## src/rtl/pt_rf_pkg.sv

```systemverilog
// rtl/pt_rf_pkg.sv - shared types for the register-file arbiter slice
// Structs are sized for the widest supported port: ADDR_W <= 32, DATA_W <= 64, N_REQ <= 16.
package pt_rf_pkg;

  localparam int RF_ADDR_W = 32;
  localparam int RF_DATA_W = 64;
  localparam int RF_IDX_W  = 4;

  typedef struct packed {
    logic [RF_ADDR_W-1:0] address;
    logic [RF_DATA_W-1:0] wr_data;
    logic                 write;
  } rf_req_t;

  typedef struct packed {
    logic                valid;
    logic [RF_IDX_W-1:0] index;
  } pend_t;

endpackage

```

## src/rtl/pt_rf_arbiter_if.sv

```systemverilog
// rtl/pt_rf_arbiter_if.sv - requester and register-file port bundle for pt_rf_arbiter
interface pt_rf_arbiter_if #(
  parameter int N_REQ  = 2,
  parameter int ADDR_W = 32,
  parameter int DATA_W = 64
);

  logic [N_REQ-1:0]             i_req_valid;
  logic [N_REQ-1:0][ADDR_W-1:0] i_req_address;
  logic [N_REQ-1:0][DATA_W-1:0] i_req_wr_data;
  logic [N_REQ-1:0]             i_req_write;
  logic [N_REQ-1:0]             o_req_ready;
  logic [N_REQ-1:0]             o_rsp_valid;
  logic [DATA_W-1:0]            o_rsp_data;
  logic                         o_rsp_error;
  logic [ADDR_W-1:0]            o_rf_address;
  logic [DATA_W-1:0]            o_rf_wr_data;
  logic                         o_rf_write;
  logic                         o_rf_enable;
  logic [DATA_W-1:0]            i_rf_rd_data;
  logic                         i_rf_error;
  logic                         o_idle;

  modport slave (
    input  i_req_valid, i_req_address, i_req_wr_data, i_req_write,
    input  i_rf_rd_data, i_rf_error,
    output o_req_ready, o_rsp_valid, o_rsp_data, o_rsp_error,
    output o_rf_address, o_rf_wr_data, o_rf_write, o_rf_enable, o_idle
  );

  modport master (
    output i_req_valid, i_req_address, i_req_wr_data, i_req_write,
    output i_rf_rd_data, i_rf_error,
    input  o_req_ready, o_rsp_valid, o_rsp_data, o_rsp_error,
    input  o_rf_address, o_rf_wr_data, o_rf_write, o_rf_enable, o_idle
  );

endinterface

```

## src/rtl/pt_rr_arbiter.sv

```systemverilog
// rtl/pt_rr_arbiter.sv - N-way round-robin arbiter, combinational one-hot grant
// The pointer advances past the granted index only when the grant is accepted.
module pt_rr_arbiter #(
  parameter int N     = 2,
  parameter int IDX_W = $clog2(N)
) (
  input  logic             i_clk,
  input  logic             i_rst_n,
  input  logic [N-1:0]     i_req,
  input  logic             i_accept,
  output logic [N-1:0]     o_grant,
  output logic [IDX_W-1:0] o_grant_idx,
  output logic             o_grant_valid
);

  logic [IDX_W-1:0] r_ptr;
  logic [IDX_W:0]   w_cand;

  // Scan N candidates starting at the pointer, wrapping modulo N.
  always_comb begin
    o_grant_valid = 1'b0;
    o_grant_idx   = '0;
    w_cand        = '0;
    for (int k = 0; k < N; k++) begin
      w_cand = {1'b0, r_ptr} + (IDX_W+1)'(k);
      if (w_cand >= (IDX_W+1)'(N)) begin
        w_cand = w_cand - (IDX_W+1)'(N);
      end
      if (!o_grant_valid && i_req[w_cand[IDX_W-1:0]]) begin
        o_grant_valid = 1'b1;
        o_grant_idx   = w_cand[IDX_W-1:0];
      end
    end
  end

  assign o_grant = o_grant_valid ? (N'(1) << o_grant_idx) : '0;

  always_ff @(posedge i_clk or negedge i_rst_n) begin
    if (!i_rst_n) begin
      r_ptr <= '0;
    end else if (i_accept && o_grant_valid) begin
      r_ptr <= (o_grant_idx == IDX_W'(N-1)) ? '0 : o_grant_idx + IDX_W'(1);
    end
  end

endmodule

```

## src/rtl/pt_rf_arbiter.sv

```systemverilog
// rtl/pt_rf_arbiter.sv - shares one pipelined register-file port among N_REQ requesters
// Responses are routed back by an RF_PIPELINING-deep valid+index shift pipeline.
module pt_rf_arbiter
  import pt_rf_pkg::*;
#(
  parameter int N_REQ         = 2,
  parameter int ADDR_W        = 32,
  parameter int DATA_W        = 64,
  parameter int RF_PIPELINING = 1
) (
  input  logic            i_clk,
  input  logic            i_rst_n,
  pt_rf_arbiter_if.slave  io_rf
);

  localparam int IDX_W = $clog2(N_REQ);

  logic [N_REQ-1:0] w_req_eff;
  logic [N_REQ-1:0] w_grant;
  logic [IDX_W-1:0] w_grant_idx;
  logic             w_grant_valid;
  rf_req_t          w_sel;
  pend_t            r_pipe [RF_PIPELINING];
  logic             w_in_flight;
  logic [N_REQ-1:0] w_rsp_onehot;

  // Requests are masked during reset so nothing is granted or reported busy.
  assign w_req_eff = io_rf.i_req_valid & {N_REQ{i_rst_n}};

  pt_rr_arbiter #(
    .N (N_REQ)
  ) u_rr (
    .i_clk         (i_clk),
    .i_rst_n       (i_rst_n),
    .i_req         (w_req_eff),
    .i_accept      (w_grant_valid),
    .o_grant       (w_grant),
    .o_grant_idx   (w_grant_idx),
    .o_grant_valid (w_grant_valid)
  );

  always_comb begin
    w_sel         = '0;
    w_sel.address = RF_ADDR_W'(io_rf.i_req_address[w_grant_idx]);
    w_sel.wr_data = RF_DATA_W'(io_rf.i_req_wr_data[w_grant_idx]);
    w_sel.write   = io_rf.i_req_write[w_grant_idx];
  end

  assign io_rf.o_req_ready  = w_grant;
  assign io_rf.o_rf_enable  = w_grant_valid;
  assign io_rf.o_rf_write   = w_grant_valid & w_sel.write;
  assign io_rf.o_rf_address = w_sel.address[ADDR_W-1:0];
  assign io_rf.o_rf_wr_data = w_sel.wr_data[DATA_W-1:0];

  always_ff @(posedge i_clk or negedge i_rst_n) begin
    if (!i_rst_n) begin
      for (int i = 0; i < RF_PIPELINING; i++) begin
        r_pipe[i] <= '0;
      end
    end else begin
      r_pipe[0].valid <= w_grant_valid;
      r_pipe[0].index <= RF_IDX_W'(w_grant_idx);
      for (int i = 1; i < RF_PIPELINING; i++) begin
        r_pipe[i] <= r_pipe[i-1];
      end
    end
  end

  always_comb begin
    w_in_flight = 1'b0;
    for (int i = 0; i < RF_PIPELINING; i++) begin
      w_in_flight = w_in_flight | r_pipe[i].valid;
    end
  end

  // The last stage lines up with the cycle the register file presents its answer.
  assign w_rsp_onehot = r_pipe[RF_PIPELINING-1].valid ?
                        (N_REQ'(1) << r_pipe[RF_PIPELINING-1].index) : '0;

  assign io_rf.o_rsp_valid = w_rsp_onehot;
  assign io_rf.o_rsp_data  = io_rf.i_rf_rd_data;
  assign io_rf.o_rsp_error = io_rf.i_rf_error;
  assign io_rf.o_idle      = ~(|w_req_eff) & ~w_in_flight;

endmodule
```

## src/flat_wrapper.sv

```systemverilog
// flat-port wrapper written by rule: the top's interface ports become plain ports
module pt_rf_arbiter_flat import pt_rf_pkg::*;
#(
  parameter int N_REQ         = 2,
  parameter int ADDR_W        = 32,
  parameter int DATA_W        = 64,
  parameter int RF_PIPELINING = 1
)
  (i_clk, i_rst_n, io_rf_i_req_valid, io_rf_i_req_address, io_rf_i_req_wr_data, io_rf_i_req_write, io_rf_i_rf_rd_data, io_rf_i_rf_error, io_rf_o_req_ready, io_rf_o_rsp_valid, io_rf_o_rsp_data, io_rf_o_rsp_error, io_rf_o_rf_address, io_rf_o_rf_wr_data, io_rf_o_rf_write, io_rf_o_rf_enable, io_rf_o_idle);
  pt_rf_arbiter_if #(.N_REQ(N_REQ), .ADDR_W(ADDR_W), .DATA_W(DATA_W)) io_rf_i ();
  input  logic i_clk;
  input  logic i_rst_n;
  input wire logic [$bits(io_rf_i.i_req_valid)-1:0] io_rf_i_req_valid;
  input wire logic [$bits(io_rf_i.i_req_address)-1:0] io_rf_i_req_address;
  input wire logic [$bits(io_rf_i.i_req_wr_data)-1:0] io_rf_i_req_wr_data;
  input wire logic [$bits(io_rf_i.i_req_write)-1:0] io_rf_i_req_write;
  input wire logic [$bits(io_rf_i.i_rf_rd_data)-1:0] io_rf_i_rf_rd_data;
  input wire logic [$bits(io_rf_i.i_rf_error)-1:0] io_rf_i_rf_error;
  output wire logic [$bits(io_rf_i.o_req_ready)-1:0] io_rf_o_req_ready;
  output wire logic [$bits(io_rf_i.o_rsp_valid)-1:0] io_rf_o_rsp_valid;
  output wire logic [$bits(io_rf_i.o_rsp_data)-1:0] io_rf_o_rsp_data;
  output wire logic [$bits(io_rf_i.o_rsp_error)-1:0] io_rf_o_rsp_error;
  output wire logic [$bits(io_rf_i.o_rf_address)-1:0] io_rf_o_rf_address;
  output wire logic [$bits(io_rf_i.o_rf_wr_data)-1:0] io_rf_o_rf_wr_data;
  output wire logic [$bits(io_rf_i.o_rf_write)-1:0] io_rf_o_rf_write;
  output wire logic [$bits(io_rf_i.o_rf_enable)-1:0] io_rf_o_rf_enable;
  output wire logic [$bits(io_rf_i.o_idle)-1:0] io_rf_o_idle;
  assign io_rf_i.i_req_valid = io_rf_i_req_valid;
  assign io_rf_i.i_req_address = io_rf_i_req_address;
  assign io_rf_i.i_req_wr_data = io_rf_i_req_wr_data;
  assign io_rf_i.i_req_write = io_rf_i_req_write;
  assign io_rf_i.i_rf_rd_data = io_rf_i_rf_rd_data;
  assign io_rf_i.i_rf_error = io_rf_i_rf_error;
  assign io_rf_o_req_ready = io_rf_i.o_req_ready;
  assign io_rf_o_rsp_valid = io_rf_i.o_rsp_valid;
  assign io_rf_o_rsp_data = io_rf_i.o_rsp_data;
  assign io_rf_o_rsp_error = io_rf_i.o_rsp_error;
  assign io_rf_o_rf_address = io_rf_i.o_rf_address;
  assign io_rf_o_rf_wr_data = io_rf_i.o_rf_wr_data;
  assign io_rf_o_rf_write = io_rf_i.o_rf_write;
  assign io_rf_o_rf_enable = io_rf_i.o_rf_enable;
  assign io_rf_o_idle = io_rf_i.o_idle;
  pt_rf_arbiter #(.N_REQ(N_REQ), .ADDR_W(ADDR_W), .DATA_W(DATA_W), .RF_PIPELINING(RF_PIPELINING)) u_core (.i_clk(i_clk), .i_rst_n(i_rst_n), .io_rf(io_rf_i));
endmodule
```

## config.mk

```make
export PLATFORM = sky130hd
export DESIGN_NAME = pt_rf_arbiter_flat
export DESIGN_NICKNAME = d
export VERILOG_FILES = /design/src/rtl/pt_rf_pkg.sv /design/src/rtl/pt_rf_arbiter_if.sv /design/src/rtl/pt_rr_arbiter.sv /design/src/rtl/pt_rf_arbiter.sv /design/src/flat_wrapper.sv
export SDC_FILE = /design/constraint.sdc
export NUM_CORES = 1
export LEC_CHECK = 0
export CAP_MARGIN = 25
export CORE_AREA = 2 2 169 171
export CTS_CLUSTER_SIZE = 20
export DETAILED_ROUTE_END_ITERATION = 16
export DIE_AREA = 0 0 171 173
export SLEW_MARGIN = 15
export SYNTH_ARGS = -nofsm -noshare
export SYNTH_HDL_FRONTEND = slang
export SYNTH_SLANG_ARGS = --single-unit
```

## constraint.sdc

```tcl
create_clock -name i_clk -period 2.1 [get_ports i_clk]
set_input_delay 0.21 -clock i_clk [delete_from_list [all_inputs] [get_ports i_clk]]
set_output_delay 0.21 -clock i_clk [all_outputs]
set_load 0.005 [all_outputs]
```

* Word-level counts from Yosys, hierarchy flattened
Cells that the tools add are included.
Storage, ports and cells: bits in registers 3, input bits 263, output and inout port bits 168, logic and storage cells 41
Operators by class: $add $sub $neg 4, $lt $le $gt $ge 5, shifts and indexed selects 2, muxes and demuxes 19, bitwise operators 5, reduce and logical (&&, ||, !) cells 3
Operators with widths (number):
- $mux 64 | 2
- $mux 32 | 2
- $mux 1 | 13
- $lt 1x2->1 const B | 3
- $mux 2 | 2
- $shl 1x1->2 const A | 2
- $add 1x1->2 const B | 1
- $and 1x1->1 | 2
- $and 2x2->2 | 1
- $ge 1x2->1 const B | 1
- $ge 2x2->1 const B | 1
- $not 1->1 | 2
- $reduce_or 2->1 | 1
- $sub 1x1->1 const B | 2
- $add 1x1->1 const B | 1
- $logic_and 1x1->1 | 1
- $logic_not 1->1 | 1

* Longest topological paths before layout
word-level depth 11, gate-level depth with buffers 6, depth with buffers taken out 3

* Hierarchy
From an unflattened synthesis, not the netlist that was laid out.
Second synthesis, totals: cells, all modules 190, area, all modules 1939.4 um^2
By module, submodules not included:
- pt_rf_arbiter | instances 1, cells each 182, area each 1870.5 um^2, sequential area each 50.0 um^2
- pt_rr_arbiter | instances 1, cells each 8, area each 68.8 um^2, sequential area each 25.0 um^2

* Worst setup path before layout
Ideal clock, no wire load.
kind register to output, start point register u_core.u_rr.r_ptr, end point output port io_rf_o_rf_address[0], arrival 1.412 ns, required time 1.890 ns, slack 0.478 ns, stages on the path, launching flop included 7, path buffers 3, cell sequence dfrtp_1 nand2b_1 and3_1 buf_6 buf_6 buf_6 mux2_4
Between the ends: longest elaborated chain between the ends 10, elaborated cells between the ends (all ways) 18, classes of those cells add/sub (3); order compare (2); mux (11); reduce/logical (2)
Ends and longest elaborated chain:
- start, declared | line pt_rr_arbiter.sv:16 | logic [IDX_W-1:0] r_ptr;
- start signal, assigned | line pt_rr_arbiter.sv:42 | r_ptr <= (o_grant_idx == IDX_W'(N-1)) ? '0 : o_grant_idx + IDX_W'(1);
- $ge 1x2->1 or $sub 1x1->1 (tied branches) | line pt_rr_arbiter.sv:26, pt_rr_arbiter.sv:27
- $mux 1 | line pt_rr_arbiter.sv:26 | if (w_cand >= (IDX_W+1)'(N)) begin
- $mux 1 (not written as such) (2 in series) | line pt_rr_arbiter.sv:29 | if (!o_grant_valid && i_req[w_cand[IDX_W-1:0]]) begin
- $mux 1 | line pt_rr_arbiter.sv:29
- $logic_not 1->1 | line pt_rr_arbiter.sv:29
- $logic_and 1x1->1 | line pt_rr_arbiter.sv:29
- $mux 1 * | line pt_rr_arbiter.sv:29
- $mux 32 (not written as such) * (2 in series) | line pt_rf_arbiter.sv:44 | w_sel.address = RF_ADDR_W'(io_rf.i_req_address[w_grant_idx]);
- end, declared | line flat_wrapper.sv:23 | output wire logic [$bits(io_rf_i.o_rf_address)-1:0] io_rf_o_rf_address;
Every way passes the cells marked *; elsewhere a longest branch is shown, timed or not. The select of a mux whose other input is x is not followed.

* Worst setup path after layout
start point register u_core.u_rr.r_ptr, end point output port io_rf_o_rf_wr_data[32]
Between the ends: longest elaborated chain between the ends 10, elaborated cells between the ends (all ways) 18, classes of those cells add/sub (3); order compare (2); mux (11); reduce/logical (2)
Ends and longest elaborated chain:
- $ge 1x2->1 or $sub 1x1->1 (tied branches) | line pt_rr_arbiter.sv:26, pt_rr_arbiter.sv:27
- $mux 1 | line pt_rr_arbiter.sv:26
- $mux 1 (not written as such) (2 in series) | line pt_rr_arbiter.sv:29
- $mux 1 | line pt_rr_arbiter.sv:29
- $logic_not 1->1 | line pt_rr_arbiter.sv:29
- $logic_and 1x1->1 | line pt_rr_arbiter.sv:29
- $mux 1 * | line pt_rr_arbiter.sv:29
- $mux 64 (not written as such) * (2 in series) | line pt_rf_arbiter.sv:45 | w_sel.wr_data = RF_DATA_W'(io_rf.i_req_wr_data[w_grant_idx]);
- end, declared | line flat_wrapper.sv:24 | output wire logic [$bits(io_rf_i.o_rf_wr_data)-1:0] io_rf_o_rf_wr_data;
Marks and branches as above.

==> impl_metrics.ini <==
[sta]
post-route-period-util_pct = 102
setup_violations = 8
rsz0062_at_grt = true
skew_ns = 0.00225
fmax_ghz = 0.466
slew_headroom_pct = 87.5
hold_viol = 0
hold_slack_ns = 0.0624
setup_slack_ns = -0.0482
fin_crit_ns = 2.15
tightest_slew_ns = 0.185
drv_slew = 0

[clock_tree]
hold_buffers = 0
clockBufferDepth = 2
clk_latency_ns = 0.22
clkTransAtPathRegs_ns = 0.03
cts-root-buf = clkbuf_16
numCtsBuffers = 3
cts_htree_levels = 1
clock-sinks = 3
cts_tree = done

[logic_synthesis]
postSynthAreaPerCell_um2 = 10.2
syn_inst = 189
synth_top_area_cell = mux2_2
yosys-top-cells-area = mux2_2 39%, buf_4 25%, mux2_4 23%, dfrtp_1 3.9%, buf_6 2.9%
yosys.area.top_type_share_pct = 39.3
ys_ff_latch = 3
synth_warnings = 0
netlist_area_mm2 = 0.00192
synthDistinctLibCells = 17
synth.net_count = 452
seq_area_frac_synth_pct = 3.91

[critical_path]
crit_type = reg2out
worstSetupStartpoint = u_core.u_rr.r_ptr
r2r_start = u_core.u_rr.r_ptr
end_kind = output port
arrival_ns = 1.94
regToRegEndpoint = u_core.u_rr.r_ptr
reg2regPathDepth = 5
cp_max_fo = 6
start_kind = flip-flop
cp.required_ns = 1.89
rrSetupSlack_ns = 1.07
critical_path.endpoint = io_rf_o_rf_wr_data[32]

[die]
die_y_um = 173
die_x_um = 171
core_area_mm2 = 0.0276
boundaryPins = 431
initial_core_util_pct = 6.95
die_area_mm2 = 0.0296
num_rows = 61

[placed_design]
portBuffers = 300
gp_congestion = 0.679
dp_hpwl_um = 8350

[power]
powerDensity_mw_per_mm2 = 283
peakVddDrop_mv = 0.225
p_leak_nw = 2.13

[global_route]
track_usage_pct = 6.59
grt_pass1_vias = 2514
grt_max_degree = 21
grt_pass1_wl_um = 14700
antenna_found_initial = 1
grt.overflow.total = 0

[job]
maxCapViolCount = 0

[final_layout]
syn2layout_area_growth_pct = 175
drive_gt1_share_pct = 35.2
layout.nets = 716
utilization_pct = 19.1
diodes = 0

[routing]
ant_nets = 0
dr.pass1.iters = 4
avgViaCountPerCell = 2.90
drc = 0
route.vias.total = 2409
wl_um = 11600
drtIter0Drc = 20
drt-wirelength-per-cell_um = 13.9

[min_path]
hp-class = in2async

[run_status]
violations = setup timing
outcome = finished with violations
==> state kept, by name, indices dropped and copies added, names as in the netlist <==
name / count
u_core.r_pipe: 1
u_core.w_in_flight: 1
u_core.u_rr.r_ptr: 1
==> cell usage after synthesis <==
library cell / instances
a21boi_0: 1
a21oi_1: 1
a31oi_1: 1
and2_1: 1
and3_1: 3
buf_2: 6
buf_4: 65
buf_6: 5
dfrtp_1: 3
mux2_2: 67
mux2_4: 29
nand2_1: 1
nand2b_1: 1
nand3_1: 2
nor2_1: 1
nor2b_1: 1
o21a_1: 1
==> cell families (layout without fill, tap and decap cells) <==
family          count (synthesis)  count (layout)  synth area share (%)
buf+inv                        76             339                  29.9
mux                            96              96                  62.0
compound gates                  4               4                  1.37
simple gates                   10              10                  2.87
flops                           3               3                  3.91
==> cell usage in the layout (no fill, tap or decap), types with 2 or more instances in the layout <==
master / netlist / layout
dfrtp_1: 3 / 3
buf_8: 0 / 2
nand3_1: 2 / 2
buf_4: 65 / 16
mux2_2: 67 / 65
clkdlybuf4s15_1: 0 / 13
mux2_4: 29 / 31
buf_2: 6 / 2
dlygate4sd2_1: 0 / 54
clkbuf_16: 0 / 7
buf_12: 0 / 5
clkbuf_2: 0 / 17
buf_16: 0 / 5
buf_6: 5 / 7
dlymetal6s2s_1: 0 / 2
clkdlybuf4s50_1: 0 / 208
and3_1: 3 / 2
==> repair_timing <==
action	in CTS	in global routing
endpoints found under the setup margin	96	80
setup buffers	18	5
gates resized for setup	139	45
cloned	5	4
==> worst max-delay path: stages (launching register included) <==
cell and delay [ns]:
dfrtp_1 0.37, nand2b_4 0.14, and3_4 0.20, buf_12 0.13, buf_12 0.12, buf_12 0.12
buf_12 0.12, buf_16 0.13, mux2_2 0.26, clkbuf_2 0.11
==> cell type report <==
cell class              instances  area, um^2
flip-flops and latches          3        75.1
clock buffers                   4        78.8
repair buffers                335        3370
fillers                      3114       22300
well taps                     378         473
multi-input cells             110        1290
==> how the worst min path moves through the flow <==
stage / slack, ns / startpoint / to / depth (start not counted)
2_1_floorplan: -0.09 / i_rst_n / u_core.r_pipe[0] / 0
3_3_place_gp: 0.42 / io_rf_i_rf_rd_data[0] / io_rf_o_rsp_data[0] / 0
3_5_place_dp: 0.42 / io_rf_i_rf_rd_data[0] / io_rf_o_rsp_data[0] / 0
4_1_cts: 0.04 / i_rst_n / u_core.r_pipe[0] / 2
5_1_grt: 0.08 / i_rst_n / u_core.r_pipe[0] / 2
6_report: 0.06 / i_rst_n / u_core.r_pipe[0] / 2
==> layer usage <==
layer	track usage, %	part of all wire [%]
met4	1.41	1.6
met2	12.9	53
met1	6.66	34
met3	2.15	12
met5	0	0.086
==> through the flow <==
| stage | worst slack [ns] | std cells | cell area (um^2) | total power, mW | setup TNS, ns |
|---|---|---|---|---|---|
| 2_1_floorplan | 0.478 | 189 | 1920 | 0.492 | 0 |
| 3_3_place_gp | -0.255 | 799 | 4910 | 1.13 | -18.56 |
| 3_5_place_dp | -0.255 | 799 | 4910 | 1.14 | -19.14 |
| 4_1_cts | -0.148 | 826 | 5230 | 1.48 | -1.35 |
| 5_1_grt | -0.111 | 830 | 5290 | 1.59 | -3.33 |
| 6_report | -0.0482 | 830 | 5290 | 1.50 | -0.318 |
==> report_power, final <==
part / switching [mW] / internal [mW]
registers: 0.00318 / 0.0646
clock network: 0.0508 / 0.250
logic: 0.314 / 0.816
Power figures use the tool's default switching activity.
